`config.mk`:
```
export PLATFORM = sky130hd
export DESIGN_NAME = angle_entry
export DESIGN_NICKNAME = d
export VERILOG_FILES = /design/src/rtl/angle_pkg.sv /design/src/rtl/button_debounce.sv /design/src/rtl/angle_entry.sv
export SDC_FILE = /design/constraint.sdc
export NUM_CORES = 1
export LEC_CHECK = 0
export ABC_AREA = 1
export BUFFER_PORTS_ARGS = -buffer_cell sky130_fd_sc_hd__buf_2
export CORE_AREA = 2 2 99 101
export CTS_CLUSTER_DIAMETER = 100
export DETAILED_ROUTE_END_ITERATION = 8
export DIE_AREA = 0 0 101 103
export PLACE_DENSITY_LB_ADDON = 0.2
export SYNTH_ARGS = -nofsm -noshare
export SYNTH_HDL_FRONTEND = slang
export SYNTH_SLANG_ARGS = --single-unit
```
`constraint.sdc`:
```
create_clock -name clk -period 5.8 [get_ports clk]
set_clock_uncertainty 0.1 [all_clocks]
set_input_delay 1.16 -clock clk [delete_from_list [all_inputs] [get_ports clk]]
set_output_delay 1.16 -clock clk [all_outputs]
set_load 0.01 [all_outputs]
```
`src/rtl/angle_pkg.sv`:
```
// rtl/angle_pkg.sv - shared widths, FSM states and switch decoding for angle entry
package angle_pkg;

  localparam int DEG_MOD = 360;
  localparam int ACC_W   = 14;
  localparam int DEG_W   = 9;
  localparam int BCD_W   = 4;

  typedef enum logic [1:0] {IDLE, CONV, MOD} state_t;

  typedef struct packed {
    logic             valid;
    logic [BCD_W-1:0] value;
  } sw_t;

  // Switches are active-low; anything above 9 is not a decimal digit.
  function automatic sw_t decode_switch(input logic [BCD_W-1:0] sw_n);
    sw_t r;
    r.value = ~sw_n;
    r.valid = (r.value <= 4'd9);
    return r;
  endfunction

endpackage

```
`src/rtl/button_debounce.sv`:
```
// rtl/button_debounce.sv - synchronizes, debounces and edge-detects the active-low push button
module button_debounce #(
  parameter int DEBOUNCE_CYCLES = 500000
) (
  input  logic clk,
  input  logic rst,
  input  logic btn,
  output logic press_evt
);

  localparam int CNT_W = $clog2(DEBOUNCE_CYCLES + 1);

  logic             r_sync0;
  logic             r_sync1;
  logic             r_state;
  logic [CNT_W-1:0] r_cnt;
  logic             r_evt;
  logic             w_pressed;

  assign w_pressed = ~r_sync1;
  assign press_evt = r_evt;

  // The state flips only after DEBOUNCE_CYCLES consecutive samples disagree with it.
  always_ff @(posedge clk) begin
    if (rst) begin
      r_sync0 <= 1'b1;
      r_sync1 <= 1'b1;
      r_state <= 1'b0;
      r_cnt   <= '0;
      r_evt   <= 1'b0;
    end else begin
      r_sync0 <= btn;
      r_sync1 <= r_sync0;
      r_evt   <= 1'b0;
      if (w_pressed == r_state) begin
        r_cnt <= '0;
      end else if (r_cnt == CNT_W'(DEBOUNCE_CYCLES - 1)) begin
        r_state <= w_pressed;
        r_cnt   <= '0;
        r_evt   <= w_pressed;
      end else begin
        r_cnt <= r_cnt + 1'b1;
      end
    end
  end

endmodule

```
`src/rtl/angle_entry.sv`:
```
// rtl/angle_entry.sv - four-digit BCD entry register with serial BCD-to-binary and modulo-360 reduction
import angle_pkg::*;

module angle_entry #(
  parameter int DEBOUNCE_CYCLES = 500000
) (
  input  logic             clk,
  input  logic             rst,
  input  logic [BCD_W-1:0] digit,
  input  logic             btn,
  output logic [BCD_W-1:0] d3,
  output logic [BCD_W-1:0] d2,
  output logic [BCD_W-1:0] d1,
  output logic [BCD_W-1:0] d0,
  output logic [DEG_W-1:0] deg,
  output logic             deg_valid,
  output logic             busy,
  output logic             entry_err
);

  state_t           r_state;
  logic [BCD_W-1:0] r_d [4];
  logic [ACC_W-1:0] r_acc;
  logic [1:0]       r_idx;
  logic [DEG_W-1:0] r_deg;
  logic             r_deg_valid;
  logic             r_busy;
  logic             r_entry_err;
  logic             w_press_evt;
  sw_t              w_sw;

  button_debounce #(
    .DEBOUNCE_CYCLES(DEBOUNCE_CYCLES)
  ) u_debounce (
    .clk      (clk),
    .rst      (rst),
    .btn      (btn),
    .press_evt(w_press_evt)
  );

  assign w_sw      = decode_switch(digit);
  assign d3        = r_d[3];
  assign d2        = r_d[2];
  assign d1        = r_d[1];
  assign d0        = r_d[0];
  assign deg       = r_deg;
  assign deg_valid = r_deg_valid;
  assign busy      = r_busy;
  assign entry_err = r_entry_err;

  always_ff @(posedge clk) begin
    if (rst) begin
      r_state     <= IDLE;
      r_d[0]      <= '0;
      r_d[1]      <= '0;
      r_d[2]      <= '0;
      r_d[3]      <= '0;
      r_acc       <= '0;
      r_idx       <= '0;
      r_deg       <= '0;
      r_deg_valid <= 1'b0;
      r_busy      <= 1'b0;
      r_entry_err <= 1'b0;
    end else begin
      r_deg_valid <= 1'b0;
      r_entry_err <= 1'b0;
      case (r_state)
        IDLE: begin
          if (w_press_evt) begin
            if (w_sw.valid) begin
              r_d[3]  <= r_d[2];
              r_d[2]  <= r_d[1];
              r_d[1]  <= r_d[0];
              r_d[0]  <= w_sw.value;
              r_acc   <= '0;
              r_idx   <= 2'd3;
              r_busy  <= 1'b1;
              r_state <= CONV;
            end else begin
              r_entry_err <= 1'b1;
            end
          end
        end
        // Horner step, thousands digit first: acc*10 built from two shifts.
        CONV: begin
          r_acc <= (r_acc << 3) + (r_acc << 1) + ACC_W'(r_d[r_idx]);
          r_idx <= r_idx - 2'd1;
          if (r_idx == 2'd0) begin
            r_state <= MOD;
          end
        end
        MOD: begin
          if (r_acc >= ACC_W'(DEG_MOD)) begin
            r_acc <= r_acc - ACC_W'(DEG_MOD);
          end else begin
            r_deg       <= r_acc[DEG_W-1:0];
            r_deg_valid <= 1'b1;
            r_busy      <= 1'b0;
            r_state     <= IDLE;
          end
        end
        default: begin
          r_busy  <= 1'b0;
          r_state <= IDLE;
        end
      endcase
    end
  end

endmodule

```
==> results_dict.tcl <==
set metrics [dict create \
    start_util 0.434 \
    grt_max_degree 21 \
    worstSetupPathType "register to register" \
    synthCells 572 \
    synth_edf_count 16 \
    ys_types 40 \
    first_pass_iters 4 \
    insertion_delay_ps 360 \
    hold_violations 0 \
    rsz0062_at_grt "false" \
    via_per_inst 5.09 \
    power_density_nw_per_um2 325 \
    crit_arrival_ps 3280 \
    min_period_over_period 0.533 \
    track_usage 0.192 \
    cts_hold_buf 0 \
    ir_worst_vdd_v 0.000134 \
    grt_pass1_vias 3502 \
    final_util 0.483 \
    setup_viol 0 \
    reg2regPathDepth 16 \
    layout-drive-gt1-share 0.108 \
    synth_top_area_frac 0.268 \
    num_io_pins 35 \
    cts_tree "done" \
    wl_per_cell_um 12.9 \
    rrSetupSlack_ps 2710 \
    die_w_um 101 \
    crit_path_start_kind "register" \
    fp.dieH_um 103 \
    via_count 3692 \
    fin_area_um2 4570 \
    synth_common_cells "nand2_1, inv_1, nor2_1" \
    die_area_um2 10400 \
    setup_tns_ps 0 \
    ys_warn_count 0 \
    n_antenna_cell 0 \
    port-buffer-count 34 \
    worst_pin_slew_ps 657 \
    gp_congestion 0.896 \
    hold_class "register to register" \
    syn_avg_cell_area_um2 7.18 \
    grt.overflow.total 0 \
    p_leak_nw 2.11 \
    ys.flop_type "dfxtp_1" \
    cap_violations 0 \
    ys_seq_area_frac 0.385 \
    post_cts_resized 0 \
    power.total_mw 1.48 \
    hpwl_mm 6.99 \
    outcome "complete, no violations" \
    ant_nets 0 \
    clk_pin_slew_ps 90 \
    ys_ff_latch 71 \
    grt_pass1_wl_mm 15.9 \
    relSlewSlack 0.558 \
    clock_path_buffers 2 \
    synthArstFlopShare 0 \
    final_cells 725 \
    clock_sinks 71 \
    period_needed_ps 3090 \
    wirelength_mm 9.39 \
    holdWs_ps 316 \
    synth_most_common_cell "nand2_1" \
    cts_setup_buffers 0 \
    area_growth_pct 11.3 \
    dp_slack_ps 2770 \
    core-area_um2 9460 \
    hold_depth 1 \
    required_ps 5990 \
    cts_buffers 9 \
    slew_violations 0 \
    critPathMaxFanout 9 \
    drc_errors 0 \
    fmax_mhz 323 \
    synthesis.area_um2 4110 \
    placed_area_um2 4370 \
    place_inst 709 \
    post-route-worst-setup-slack_ps 2710 \
    drt_iter0_drc 142 \
    cp-end-kind "register" \
    synth_largest_area_cell "dfxtp_1" \
    yosys-top-cells-area "dfxtp_1, nand2_1, edfxtp_1" \
    antenna_found_initial 0 \
    finalNetCount 644 \
    cts-root-buf "clkbuf_8" \
    htree_levels 3 \
    syn_nets 610 \
    rows 36 \
]
## final timing paths
| path | start | endpoint |
|---|---|---|
| worst max-delay path | register | r_acc[8] |
| worst min-delay path | u_debounce.r_sync0 | u_debounce.r_sync1 |
| worst min register to register | u_debounce.r_sync0 | u_debounce.r_sync1 |
| worst max register to register | register | r_acc[8] |
## registers in the layout, indices dropped and copies added, names as in the netlist, 2 cells and up, named ones only
register / count
u_debounce.r_cnt: 19
r_acc: 14
deg: 9
r_state: 2
r_d: 16
r_idx: 2
## layout make-up
type	count	area, µm²
fill	973	4890
multi-input combinational	401	2140
sequential	71	1580
inverter	88	330
timing repair buffer	35	178
tap	114	143
clock buffer	9	124
clock inverter	7	78.8
## critical path, cell delays in order, from the launching register on
cell and delay, ps:
dfxtp_1 480, inv_1 180, a21oi_1 150, o21ai_0 80, o21ai_0 140, ha_1 310, ha_1 270, fa_1 450
nand3_1 110, nand3_1 140, nand2_1 90, nand2_1 60, a21oi_1 120, o21ai_0 100, nand2_1 60, nand2_1 50
a21oi_1 120
## power breakdown
group          internal, mW  switching [mW]  total, mW
combinational         0.159           0.312      0.471
clock                 0.205           0.209      0.414
sequential            0.558          0.0424      0.600
total                 0.921           0.564       1.48
## per-layer routing
layer / track usage / wire (µm) / vias to the layer above
li1: - / - / 1918
met1: 0.238 / 4430 / 1689
met2: 0.325 / 4420 / 73
met3: 0.0441 / 384 / 12
met4: 0.0748 / 147 / 0
met5: 0 / 0 / -
## cell families (layout without fill, tap and decap cells)
kind of cell,after synthesis,in the layout,synth area share
and+or+nand+nor,270,270,0.285
buffers and inverters,100,139,0.0950
adders and majority gates,31,31,0.0981
AOI/OAI and AO/OA,92,92,0.120
DFF,71,71,0.385
xor gates and xnor gates,8,8,0.0171
## layout by cell type (no fill, tap or decap), drive strengths merged, types with 3 or more instances in the layout
cell type  netlist  routed
or2              9       9
inv             88      92
nand3           39      39
edfxtp          16      16
nor2            61      61
nor3             5       5
buf              6      35
a21oi           48      48
clkbuf           6       9
ha              29      29
dfxtp           55      55
nand2          140     140
nand4            9       9
o21ai           34      34
xor2             6       6
nor4             3       3
Power figures use the tool's default switching activity.
